--- config.mk ---
export PLATFORM = sky130hd
export DESIGN_NAME = batcharger_ctrl
export DESIGN_NICKNAME = d
export VERILOG_FILES = /design/src/rtl/batcharger_pkg.sv /design/src/rtl/batcharger_debounce.sv /design/src/rtl/batcharger_ctrl.sv
export SDC_FILE = /design/constraint.sdc
export NUM_CORES = 1
export LEC_CHECK = 0
export CORE_MARGIN = 3
export CORE_UTILIZATION = 51
export DETAILED_ROUTE_END_ITERATION = 6
export GPL_TIMING_DRIVEN = 0
export PLACE_DENSITY_LB_ADDON = 0.3
export SETUP_SLACK_MARGIN = 0.15
export SYNTH_ARGS = -nofsm -noshare
export SYNTH_HDL_FRONTEND = slang
export SYNTH_SLANG_ARGS = --single-unit
--- constraint.sdc ---
create_clock -name clk -period 4.7 [get_ports clk]
set_clock_uncertainty 0.1 [all_clocks]
set_input_delay 1.41 -clock clk [delete_from_list [all_inputs] [get_ports clk]]
set_output_delay 1.41 -clock clk [all_outputs]
set_load 0.02 [all_outputs]
--- src/rtl/batcharger_pkg.sv ---
// Shared types and default constants for the battery charge controller.
package batcharger_pkg;

  localparam int DEF_W        = 8;
  localparam int DEF_VCUTOFF  = 150;
  localparam int DEF_VPRESET  = 210;
  localparam int DEF_VRECHG   = 200;
  localparam int DEF_TEMP_MIN = 40;
  localparam int DEF_TEMP_MAX = 200;
  localparam int DEF_DEBOUNCE = 3;
  localparam int DEF_CC_STEP  = 12;
  localparam int DEF_CV_TMAX  = 1000000;

  typedef enum logic [2:0] {
    IDLE,
    START,
    TC,
    CC,
    CV,
    DONE
  } state_t;

endpackage

--- src/rtl/batcharger_debounce.sv ---
// Counts consecutive qualifying samples; qualified fires on the sample that
// completes the required run.
module batcharger_debounce
  import batcharger_pkg::*;
#(
  parameter int DEBOUNCE = DEF_DEBOUNCE
) (
  input  logic clk,
  input  logic rst,
  input  logic smp_valid,
  input  logic cond,
  input  logic clear,
  output logic qualified
);

  localparam int CW = $clog2(DEBOUNCE + 1);
  localparam logic [CW-1:0] SAT  = CW'(DEBOUNCE);
  localparam logic [CW-1:0] LAST = CW'(DEBOUNCE - 1);

  logic [CW-1:0] cnt;

  always_ff @(posedge clk) begin
    if (rst || clear) begin
      cnt <= '0;
    end else if (smp_valid) begin
      if (!cond)
        cnt <= '0;
      else if (cnt != SAT)
        cnt <= cnt + CW'(1);
    end
  end

  assign qualified = smp_valid && cond && (cnt >= LAST);

endmodule

--- src/rtl/batcharger_ctrl.sv ---
// Trickle / constant-current / constant-voltage charge sequencer driving the
// analog front-end current code, voltage target and mode flags.
module batcharger_ctrl
  import batcharger_pkg::*;
#(
  parameter int W        = DEF_W,
  parameter int VCUTOFF  = DEF_VCUTOFF,
  parameter int VPRESET  = DEF_VPRESET,
  parameter int VRECHG   = DEF_VRECHG,
  parameter int TEMP_MIN = DEF_TEMP_MIN,
  parameter int TEMP_MAX = DEF_TEMP_MAX,
  parameter int DEBOUNCE = DEF_DEBOUNCE,
  parameter int CC_STEP  = DEF_CC_STEP,
  parameter int CV_TMAX  = DEF_CV_TMAX
) (
  input  logic         clk,
  input  logic         rst,
  input  logic         en,
  input  logic [3:0]   sel,
  input  logic         smp_valid,
  input  logic [W-1:0] vbat_code,
  input  logic [W-1:0] ibat_code,
  input  logic [W-1:0] vtemp_code,
  output logic [W-1:0] ictrl,
  output logic [W-1:0] vtarget,
  output logic         tc,
  output logic         cc,
  output logic         cv,
  output logic         done
);

  localparam logic [W-1:0] VCUT_C = W'(VCUTOFF);
  localparam logic [W-1:0] VPRE_C = W'(VPRESET);
  localparam logic [W-1:0] VRCH_C = W'(VRECHG);
  localparam logic [W-1:0] TMIN_C = W'(TEMP_MIN);
  localparam logic [W-1:0] TMAX_C = W'(TEMP_MAX);
  localparam int TW = (CV_TMAX > 1) ? $clog2(CV_TMAX) : 1;
  localparam logic [TW-1:0] TLAST = TW'(CV_TMAX - 1);

  state_t        state, state_d;
  logic [3:0]    sel_q;
  logic [TW-1:0] cv_timer;
  logic [W-1:0]  icc, itc, iend;
  logic          temp_ok, fault, cv_expired;
  logic          db_cond, db_clear, qualified;
  logic [W-1:0]  ictrl_d, vtarget_d;
  logic          tc_d, cc_d, cv_d, done_d;

  assign icc        = W'((int'(sel_q) + 1) * CC_STEP);
  assign itc        = icc >> 3;
  assign iend       = icc >> 4;
  assign temp_ok    = (vtemp_code >= TMIN_C) && (vtemp_code <= TMAX_C);
  assign fault      = smp_valid && !temp_ok;
  assign cv_expired = (state == CV) && (cv_timer == TLAST);
  assign db_clear   = (state_d != state);

  // One shared qualifier; the condition it watches depends on the state.
  always_comb begin
    db_cond = 1'b0;
    case (state)
      TC:      db_cond = (vbat_code >= VCUT_C);
      CC:      db_cond = (vbat_code >= VPRE_C);
      CV:      db_cond = (ibat_code <= iend);
      DONE:    db_cond = (vbat_code < VRCH_C);
      default: db_cond = 1'b0;
    endcase
  end

  batcharger_debounce #(
    .DEBOUNCE(DEBOUNCE)
  ) u_debounce (
    .clk      (clk),
    .rst      (rst),
    .smp_valid(smp_valid),
    .cond     (db_cond),
    .clear    (db_clear),
    .qualified(qualified)
  );

  always_comb begin
    state_d = state;
    if (!en) begin
      state_d = IDLE;
    end else begin
      case (state)
        IDLE:  state_d = START;
        START: begin
          if (smp_valid && temp_ok) begin
            if (vbat_code < VCUT_C)      state_d = TC;
            else if (vbat_code < VPRE_C) state_d = CC;
            else                         state_d = DONE;
          end
        end
        TC: begin
          if (fault)          state_d = START;
          else if (qualified) state_d = CC;
        end
        CC: begin
          if (fault)          state_d = START;
          else if (qualified) state_d = CV;
        end
        CV: begin
          if (fault)                        state_d = START;
          else if (qualified || cv_expired) state_d = DONE;
        end
        DONE:    if (qualified) state_d = START;
        default: state_d = IDLE;
      endcase
    end
  end

  // Output values are decoded from the next state so they move with it.
  always_comb begin
    ictrl_d   = '0;
    vtarget_d = '0;
    tc_d      = 1'b0;
    cc_d      = 1'b0;
    cv_d      = 1'b0;
    done_d    = 1'b0;
    case (state_d)
      TC: begin
        ictrl_d = itc;
        tc_d    = 1'b1;
      end
      CC: begin
        ictrl_d = icc;
        cc_d    = 1'b1;
      end
      CV: begin
        ictrl_d   = icc;
        vtarget_d = VPRE_C;
        cv_d      = 1'b1;
      end
      DONE:    done_d = 1'b1;
      default: ;
    endcase
  end

  always_ff @(posedge clk) begin
    if (rst) begin
      state    <= IDLE;
      sel_q    <= '0;
      cv_timer <= '0;
      ictrl    <= '0;
      vtarget  <= '0;
      tc       <= 1'b0;
      cc       <= 1'b0;
      cv       <= 1'b0;
      done     <= 1'b0;
    end else begin
      state   <= state_d;
      ictrl   <= ictrl_d;
      vtarget <= vtarget_d;
      tc      <= tc_d;
      cc      <= cc_d;
      cv      <= cv_d;
      done    <= done_d;
      if (state == IDLE && state_d == START)
        sel_q <= sel;
      if (state_d == CV && state != CV)
        cv_timer <= '0;
      else if (state == CV && cv_timer != TLAST)
        cv_timer <= cv_timer + TW'(1);
    end
  end

endmodule

Word-level counts from Yosys, hierarchy flattened
Cells that the tools add are included.

Reductions and logical operators: 16. Equal/unequal tests: 16. $lt $le $gt $ge: 9. Multiplexer cells: 21. $add $sub $neg: 3. Multipliers: 1.

Operator list (count): two-way mux 3 bit (11); < comparator 8 bit, second input constant (3); adder 20 x 1 -> 20 bit, second input constant (1); == test 20 bit, second input constant (1); != test 20 bit, second input constant (1); case mux 3 bit (6 select lines) (1); greater-or-equal comparator 8 bit, second input constant (2); case mux 8 bit (2 select lines) (1); == test 3 x 2 -> 1 bit, second input constant (4); == test 3 bit, second input constant (4); logical AND 1 bit (9); greater-or-equal comparator 8 x 6 -> 1 bit, second input constant (1); less-or-equal comparator 8 x 4 -> 1 bit (1); less-or-equal comparator 8 bit, second input constant (1); two-way mux 8 bit (1); == test 3 x 1 -> 1 bit, second input constant (2); multiplier 5 x 2 -> 6 bit, second input constant (1); adder 4 x 1 -> 5 bit, second input constant (1); two-way mux 1 bit (4); two-way mux 2 bit (2); != test 2 bit, second input constant (2); case mux 1 bit (4 select lines) (1); OR reduction 2 bit (2); zero test 3 bit (1); 7 further kinds (8).

Logic and storage cells: 76. Register bits: 49. Input bits: 32. Output and inout port bits: 20.

Logic depth before layout (Yosys ltp)
Gate-level depths: netlist of the first run.

Depth in word-level cells: 14. Mapped depth: 19. Gate-level depth less buffers: 18.

Hierarchy
A second synthesis of the first run with hierarchy kept.

Cell total of the unflattened synthesis: 293. Area, all modules: 2575.0 µm².

Modules (own cells, without submodules): batcharger_ctrl (area an instance 2438.6 µm², sequential area each 780.7 µm², cells each 279, instances 1); batcharger_debounce (area an instance 136.4 µm², sequential area each 40.0 µm², cells each 14, instances 1).

Least setup slack after synthesis of the first run
No wires, ideal clock.

Path type: register -> register. Start: register sel_q[0]. End: register ictrl[5]. Path slack: 1.042 ns. Buffers on the path: 0. Required time: 4.477 ns. Library setup time: 0.123 ns. Period minus slack after synthesis: 3.658 ns. Cell stages (with the launch flop): 18. Data arrival time: 3.435 ns. Path through: dfxtp_1 inv_1 ha_1 inv_1 xnor2_1 ha_1 o21ai_0 or4_1 o211ai_1 a21oi_1 xor2_1 ha_1 o22a_1 a21o_1 a31o_2 a21o_1 a22oi_1 nor2_1.

Cells in the longest elaborated chain, start to end: 14. Elaborated cells on any way between the ends: 21. Those cells by class: 1 x add/sub; 1 x mul; 1 x order compare; 3 x eq/ne; 11 x mux; 4 x reduce/logical.

RTL lines: from (decl) (RTL line batcharger_ctrl.sv:41) `logic [3:0] sel_q;`; from (signal assigned) (RTL line batcharger_ctrl.sv:159) `sel_q <= sel;`; adder 4 x 1 -> 5 bit (*) (RTL line batcharger_ctrl.sv:49) `assign icc = W'((int'(sel_q) + 1) * CC_STEP);`; multiplier 5 x 2 -> 6 bit (*) (RTL line batcharger_ctrl.sv:49); less-or-equal comparator 8 x 4 -> 1 bit (RTL line batcharger_ctrl.sv:63) `CV: db_cond = (ibat_code <= iend);`; case mux 1 bit (4 select lines) (RTL line batcharger_ctrl.sv:60) `case (state)`; logical AND 1 bit (2 in a row) (RTL line batcharger_debounce.sv:33) `assign qualified = smp_valid && cond && (cnt >= LAST);`; logical OR 1 bit (RTL line batcharger_ctrl.sv:104) `else if (qualified || cv_expired) state_d = DONE;`; two-way mux 3 bit (RTL line batcharger_ctrl.sv:104); two-way mux 3 bit (RTL line batcharger_ctrl.sv:103) `if (fault) state_d = START;`; case mux 3 bit (6 select lines) (RTL line batcharger_ctrl.sv:85) `case (state)`; two-way mux 3 bit (RTL line batcharger_ctrl.sv:82) `if (!en) begin`; == test 3 bit / == test 3 x 2 -> 1 bit (equally long branches) (RTL line batcharger_ctrl.sv:120) `case (state_d)`; OR reduction 2 bit (no line); case mux 8 bit (2 select lines) (*) (RTL line batcharger_ctrl.sv:120); to (signal assigned) (RTL line batcharger_ctrl.sv:152) `ictrl <= ictrl_d;`; to (decl) (RTL line batcharger_ctrl.sv:24) `output logic [W-1:0] ictrl,`.

Mark *: on every way between the ends. The rest lies on a longest branch, timed or not. A chain may end at the register's enable or synchronous reset.

Worst setup path in the final report of the first run
Start: register sel_q[0]. End: register ictrl[6].

The elaborated chain is that of the path after synthesis.

==> results.md, run 1 <==
- Run status: complete, no violations
- Routed WL per cell: between 10 and 15 um
- Vias per std cell: 5.555
- Syn Inst Count: 284
- Ys async rst share: 0%
- Max-slew violation count: 0
- Max Used Layer: met4
- GPL Wtd Cong: 0.8629
- Root Buffer: clkbuf_8
- GRT Resource Usage Total: slightly below 20%
- PortBufs: 46
- Remaining DRCs: 0
- Req. time, crit path: 4780 ps
- Initial antenna violation count: 0
- Fmax: approximately 240 MHz
- Synth Register Bits: between 40 and 50
- CTS Sinks: 41
- Total grt overflow: 0
- Worst Max-Slew Pin Slew: ~1100 ps
- Top-area cell type share of the netlist area: 33.55%
- Core area: 4504 um2
- Final setup vio count: 0
- Register area share after synthesis: 33.55%
- # H-tree levels: 2
- # Max-Cap Violations: 0
- Final wirelength: 5133 um
- Yosys warns: 0
- Post-synth EDFFs: 0
- P per Cell Area: 228.8 nW/um2
- Fillers: 380
- WL met1: 2445 um
- Critical Path Max Stage Delay: 450 ps
- Post-CTS Resized: 0
- Hold Vio Cnt, Final: 0
- Via count: 2183
- First-pass GRT wire length: 8742 um
- DIE HEIGHT: 75.26 um
- Reg-to-reg setup timing slack: 540 ps
- Nets@finish: 384
- Vias in the first global route: between 2k and 2.5k
- Min cycle time layout: between 4000 and 5000 ps
- Starting Density: 54.31%
- R2r endpoint: ictrl[6]$_SDFF_PP0_
- VDD IR max: about 0.20 mV
- RSZ-0062 raised after global routing: false
- 1st-pass router iterations: 4
- Hold Crit Depth: 2
- CP bufs+invs: 2
- Leakage power: 1.182 nW
- R2r worst-path depth: 17
- Largest cells by area after synthesis: dfxtp_1 34%, ha_1 6.1%, nor2_1 5.7%, xor2_1 5.0%, xnor2_1 4.3%
- CP Max Fanout: 7
- Clock Tree Buf Depth: 2
- Mapped Area: 2446 um2
- Crit Path Class: register to register
- Most numerous cell on the critical path: ha_1
- Ports: 52
- Commonest non-fill, non-tap cell in the layout: clkdlybuf4s50_1
- Rel. slew slack: 22.70%
- Most frequent cells in the layout: 46 x clkdlybuf4s50_1, 41 x dfxtp_1, 37 x nor2_1
- Worst-Skew Late Latency: approximately 300 ps
- Initial drt markers: 211
- Proportion of layout cells with a drive suffix above 1: 12.02%
- CTS clk-pin slew, worst paths: ~90 ps
- Post-detail-place hpwl: 3964 um
- CTS Hold Bufs: 0
- Synth area leader: dfxtp_1
- CP delay by family, top: compound AO/OA/AOI/OAI gates
- Synth unique cells: 62
- Final Non-Filler Cells: 393
- Tcrit/Tclk final: around nine tenths
- Hold_sp: cv_timer[1]$_SDFFE_PP0P_
- CTS tree: yes
- Hold crit path type: register to register
- Setup TNS Final: 0 ps
- Detail Route Antenna Nets: 0
- Setup crit start kind: register
- Slowest stage cell on the critical path: dfxtp_1
- Met2 WL post-DR: between 2000 and 2500 um
- Syn avg cell area: 8.613 um2
- Post-CTS Setup Repair Bufs: 0
- Worst Hold Endpoint: cv_timer[1]$_SDFFE_PP0P_
- CTS buffer count: 5
- Setup crit end kind: register
- Met3 wire length: 371 um
- Cells after DPL: 385
- Number of diodes: 0
- Die X: 75.26 um
- Design Power: 0.7033 mW
- Core Rows: 24
- Critical Path AT: 4230 ps
- Area grow syn2layout: 25.68%
- Largest net degree at the start of global routing: 15
- Total die area: 5663 um2
- Reg-to-reg startpoint: sel_q[0]$_SDFFE_PP0P_
- Critical path, cell by cell: inv_1 > ha_1 > inv_1 > xnor2_1 > ha_1 > o21ai_0 > or4_1 > o211ai_1 > a21oi_1 > xor2_1 > ha_1 > o22a_1 > a21o_1 > a31o_2 > a21o_1 > a22oi_1 > nor2_1
- Primary FF master, synth: dfxtp_1
metrics by stage:
| step | hold WS [ps] | utilization [%] | instance area, um2 | setup slack, ps |
|---|---|---|---|---|
| final | 382.3 | 68.25 | 3074 | 544.1 |
| after global placement | 362.0 | 66.22 | 2983 | 613.6 |
| after detailed placement | 371.4 | 66.22 | 2983 | 568.0 |
| after CTS | 383.0 | 68.25 | 3074 | 527.5 |
| after global routing | 407.6 | 68.25 | 3074 | 301.0 |
| after floorplan | 346.9 | - | 2457 | 1042 |
flip-flops by register name, indices dropped and copies added, names as in the netlist:
register / cells
sel_q: 4
state: 3
u_debounce.cnt: 2
ictrl: 8
cc: 1
vtarget: 1
cv_timer: 20
done: 1
tc: 1
worst max path at each step:
stage	slack (ps)	cells past startpoint	endpoint	from
after CTS	530	17	ictrl[6]$_SDFF_PP0_	sel_q[0]$_SDFFE_PP0P_
after floorplan	1040	17	ictrl[5]$_SDFF_PP0_	sel_q[0]$_SDFFE_PP0P_
after global placement	610	17	ictrl[6]$_SDFF_PP0_	sel_q[0]$_SDFFE_PP0P_
final	540	17	ictrl[6]$_SDFF_PP0_	sel_q[0]$_SDFFE_PP0P_
after detailed placement	570	17	ictrl[6]$_SDFF_PP0_	sel_q[0]$_SDFFE_PP0P_
after global routing	300	17	ictrl[5]$_SDFF_PP0_	sel_q[0]$_SDFFE_PP0P_
worst min-delay path, cell delays in order (launching register included):
cell     delay (ps)
dfxtp_1         330
nand2_1          60
a21oi_1          50
cell type report:
type                    instances  area, um2  share of cell area, %
multi-input cells             216       1478                  48.07
flip-flops and latches         41      820.8                  26.70
repair buffers                 46      460.4                  14.98
plain buffers                  14      98.84                  3.215
clock buffers                   5      68.82                  2.239
well taps                      52      65.06                  2.116
inverters                      16      60.06                  1.954
clock inverters                 3      22.52                 0.7326
synthesized netlist by cell type, types with 2 or more instances:
master      n
o21ai_1     2
a41oi_1     2
xnor2_1    12
nor4_1      6
xor2_1     14
o21ai_2     2
o22ai_1     4
nand3_1    11
mux2i_1     3
nor3_2      3
a211oi_1    3
and3_1      7
a31oi_1     4
inv_1      14
o22a_1      3
inv_2       2
dfxtp_1    41
nand2_1    15
ha_1       12
and3b_1     2
nor3_1      9
or2_2       3
a21oi_1     9
nand4bb_1   2
o21ai_0     4
nor3b_1     2
and4_1      2
buf_4       9
o211ai_1    5
nand3b_1    2
nor2_1     37
a21o_1      3
buf_2       4
nand4_1     3
metal layers:
layer	track usage [%]	up-vias
met1	26.10	986
met5	0	-
met3	4.406	9
met4	7.961	0
met2	30.85	63
li1	-	1125
report_power, final:
| group | internal, mW | total (mW) | switching (mW) |
|---|---|---|---|
| Combinational | 0.0572 | 0.116 | 0.0584 |
| Sequential | 0.351 | 0.355 | 0.00427 |
| Clock | 0.104 | 0.232 | 0.128 |
logic make-up (layout without fill, tap and decap cells):
group | count (synthesis) | after routing | share of synthesized area [%]
DFF | 41 | 41 | 33.56
AOI/OAI and AO/OA | 58 | 58 | 17.49
other | 1 | 4 | 0.1533
buffers and inverters | 30 | 84 | 6.496
muxes | 3 | 3 | 1.228
xor gates and xnor gates | 27 | 27 | 9.975
and+or+nand+nor | 112 | 112 | 24.96
adders and majority gates | 12 | 12 | 6.138
Power figures use the tool's default switching activity.
==> inputs of run 2 (changes only) <==
Settings changed: MAX_ROUTING_LAYER set to met4.
==> results.md, run 2 (synthesis gave the netlist of run 1 again) <==
- Design Power: 0.7022 mW (was 0.7033 mW)
- Initial drt markers: 196 (was 211)
- CTS buffer count: 5 (unchanged)
- Run status: complete, no violations (unchanged)
- Critical Path AT: 4240 ps (was 4230 ps)
- Total die area: 5663 um2 (unchanged)
- Total grt overflow: 0 (unchanged)
- Core area: 4504 um2 (unchanged)
- Final wirelength: 5133 um (unchanged)
- Setup TNS Final: 0 ps (unchanged)
- Rel. slew slack: 23.00% (was 22.70%)
- Req. time, crit path: 4770 ps (was 4780 ps)
- CTS clk-pin slew, worst paths: 90 ps (about the same)
- Worst Max-Slew Pin Slew: 1144 ps (was 1149 ps)
- Clock power frac: 32.9% (was 33.0%)
- First-pass GRT wire length: 8742 um (unchanged)
- CTS Hold Bufs: 0 (unchanged)
- P per Cell Area: 228.4 nW/um2 (was 228.8 nW/um2)
- Post-CTS Setup Repair Bufs: 0 (unchanged)
- Clock Tree Buf Depth: 2 (unchanged)
- Hold crit path type: register to register (unchanged)
- Biggest regs: cv_timer (20), ictrl (8), sel_q (4) (unchanged)
- Combinational share of power: 16.5% (was 16.4%)
- Die X: 75.26 um (unchanged)
- Commonest non-fill, non-tap cell in the layout: clkdlybuf4s50_1 (unchanged)
- Leakage power: 1.182 nW (unchanged)
- Ports: 52 (unchanged)
- Core Rows: 24 (unchanged)
- Final worst slack: 536.5 ps (was 544.1 ps)
- # Max-Cap Violations: 0 (unchanged)
- Most flops, register: cv_timer (unchanged)
- Final instance area: 3074 um2 (unchanged)
- Fmax: 240.2 MHz (was 240.6 MHz)
- Vias in the first global route: 2034 (was 2030)
- R2r worst-path depth: 17 (unchanged)
- Most frequent cells in the layout: 46 x clkdlybuf4s50_1, 41 x dfxtp_1, 37 x nor2_1 (unchanged)
- Via count: 2212 (was 2183)
- Sequential share of power: 50.6% (was 50.5%)
- Largest net degree at the start of global routing: 15 (unchanged)
- # H-tree levels: 2 (unchanged)
- CTS tree: yes (unchanged)
- Post-CTS Resized: 0 (unchanged)
- Net Sw Frac: 27.03% (was 27.15%)
- Number of diodes: 0 (unchanged)
- Setup WS pre-CTS: 568.0 ps (unchanged)
- Remaining DRCs: 0 (unchanged)
- 1st-pass router iterations: 4 (unchanged)
- GPL Wtd Cong: 0.8768 (was 0.8629)
- Vias per std cell: 5.628 (was 5.555)
- Hold Crit Depth: 2 (unchanged)
- Internal Pwr Total: 0.5123 mW (about the same)
- Proportion of layout cells with a drive suffix above 1: 12.02% (unchanged)
- NetSw: 0.1898 mW (was 0.1909 mW)
- RSZ-0062 raised after global routing: false (unchanged)
- Routed WL per cell: 13.06 um (unchanged)
- PortBufs: 46 (unchanged)
- Crit Path Class: register to register (unchanged)
- CP Max Fanout: 7 (unchanged)
- CTS Sinks: 41 (unchanged)
- Root Buffer: clkbuf_8 (unchanged)
- Setup crit start kind: register (unchanged)
- Max-slew violation count: 0 (unchanged)
- VDD IR max: 0.2012 mV (was 0.2005 mV)
- Area grow syn2layout: 25.68% (unchanged)
- Initial antenna violation count: 0 (unchanged)
- Tcrit/Tclk final: 88.59% (was 88.42%)
- Fin Hold WS: 382.3 ps (about the same)
- Max reg flops: 20 (unchanged)
- Setup crit end kind: register (unchanged)
- DIE HEIGHT: 75.26 um (unchanged)
- Area post-placement: 2983 um2 (unchanged)
- Min cycle time layout: 4164 ps (was 4156 ps)
- Hold Vio Cnt, Final: 0 (unchanged)
- Nets@finish: 384 (unchanged)
- Detail Route Antenna Nets: 0 (unchanged)
- Starting Density: 54.31% (unchanged)
- Post-detail-place hpwl: 3964 um (unchanged)
- Worst-Skew Late Latency: 300 ps (about the same)
- GRT Resource Usage Total: 20.14% (was 19.63%)
- Reg-to-reg setup timing slack: 540 ps (about the same)
- Final setup vio count: 0 (unchanged)
## run 2: cell counts in the layout (fill, tap and decap cells not counted)
No cell type changed its count.
## run 2: power groups by stage
stage / Clock (mW) / Combinational [mW] / Sequential (mW)
global placement: 0 / 0.112 / 0.363
CTS: 0.238 / 0.116 / 0.355
finish: 0.231 / 0.116 / 0.355
global route: 0.250 / 0.129 / 0.356
floorplan: 0 / 0.0679 / 0.363
detailed placement: 0 / 0.114 / 0.363
## run 2: final timing paths
kind,start,endpoint
worst max-delay path,sel_q[0]$_SDFFE_PP0P_,ictrl[6]$_SDFF_PP0_
worst min-delay path,cv_timer[1]$_SDFFE_PP0P_,cv_timer[1]$_SDFFE_PP0P_
worst min register to register,cv_timer[1]$_SDFFE_PP0P_,cv_timer[1]$_SDFFE_PP0P_
worst max register to register,sel_q[0]$_SDFFE_PP0P_,ictrl[6]$_SDFF_PP0_
## run 2: area by class of cell
type	count	area, um2
plain buffers	14	98.84
clock buffers	5	68.82
clock inverters	3	22.52
fillers	380	1430
inverters	16	60.06
multi-input cells	216	1478
flip-flops and latches	41	820.8
well taps	52	65.06
repair buffers	46	460.4
## run 2: per-layer routing
layer  vias to the layer above  global-route usage (%)  share of wire, %
met3                        11                   3.872               7.1
li1                       1126                       -                 -
met2                        73                   30.85                43
met5                         -                       -                 0
met4                         0                   7.961               2.0
met1                      1002                   26.19                48
## run 2: critical path, stage by stage, from the launching register on
cell and delay (ps):
dfxtp_1 450, inv_1 110, ha_1 370, inv_1 100, xnor2_1 160, ha_1 200, o21ai_0 90, or4_1 410
o211ai_1 110, a21oi_1 100, xor2_1 270, ha_1 300, o22a_1 200, a21o_1 200, a31o_2 270, a21o_1 210
a22oi_1 320, nor2_1 70
## run 2: per-stage QoR
step                cells  util [%]
CTS                   393     68.25
global placement      385     66.22
global route          393     68.25
detailed placement    385     66.22
finish                393     68.25
floorplan             287         -
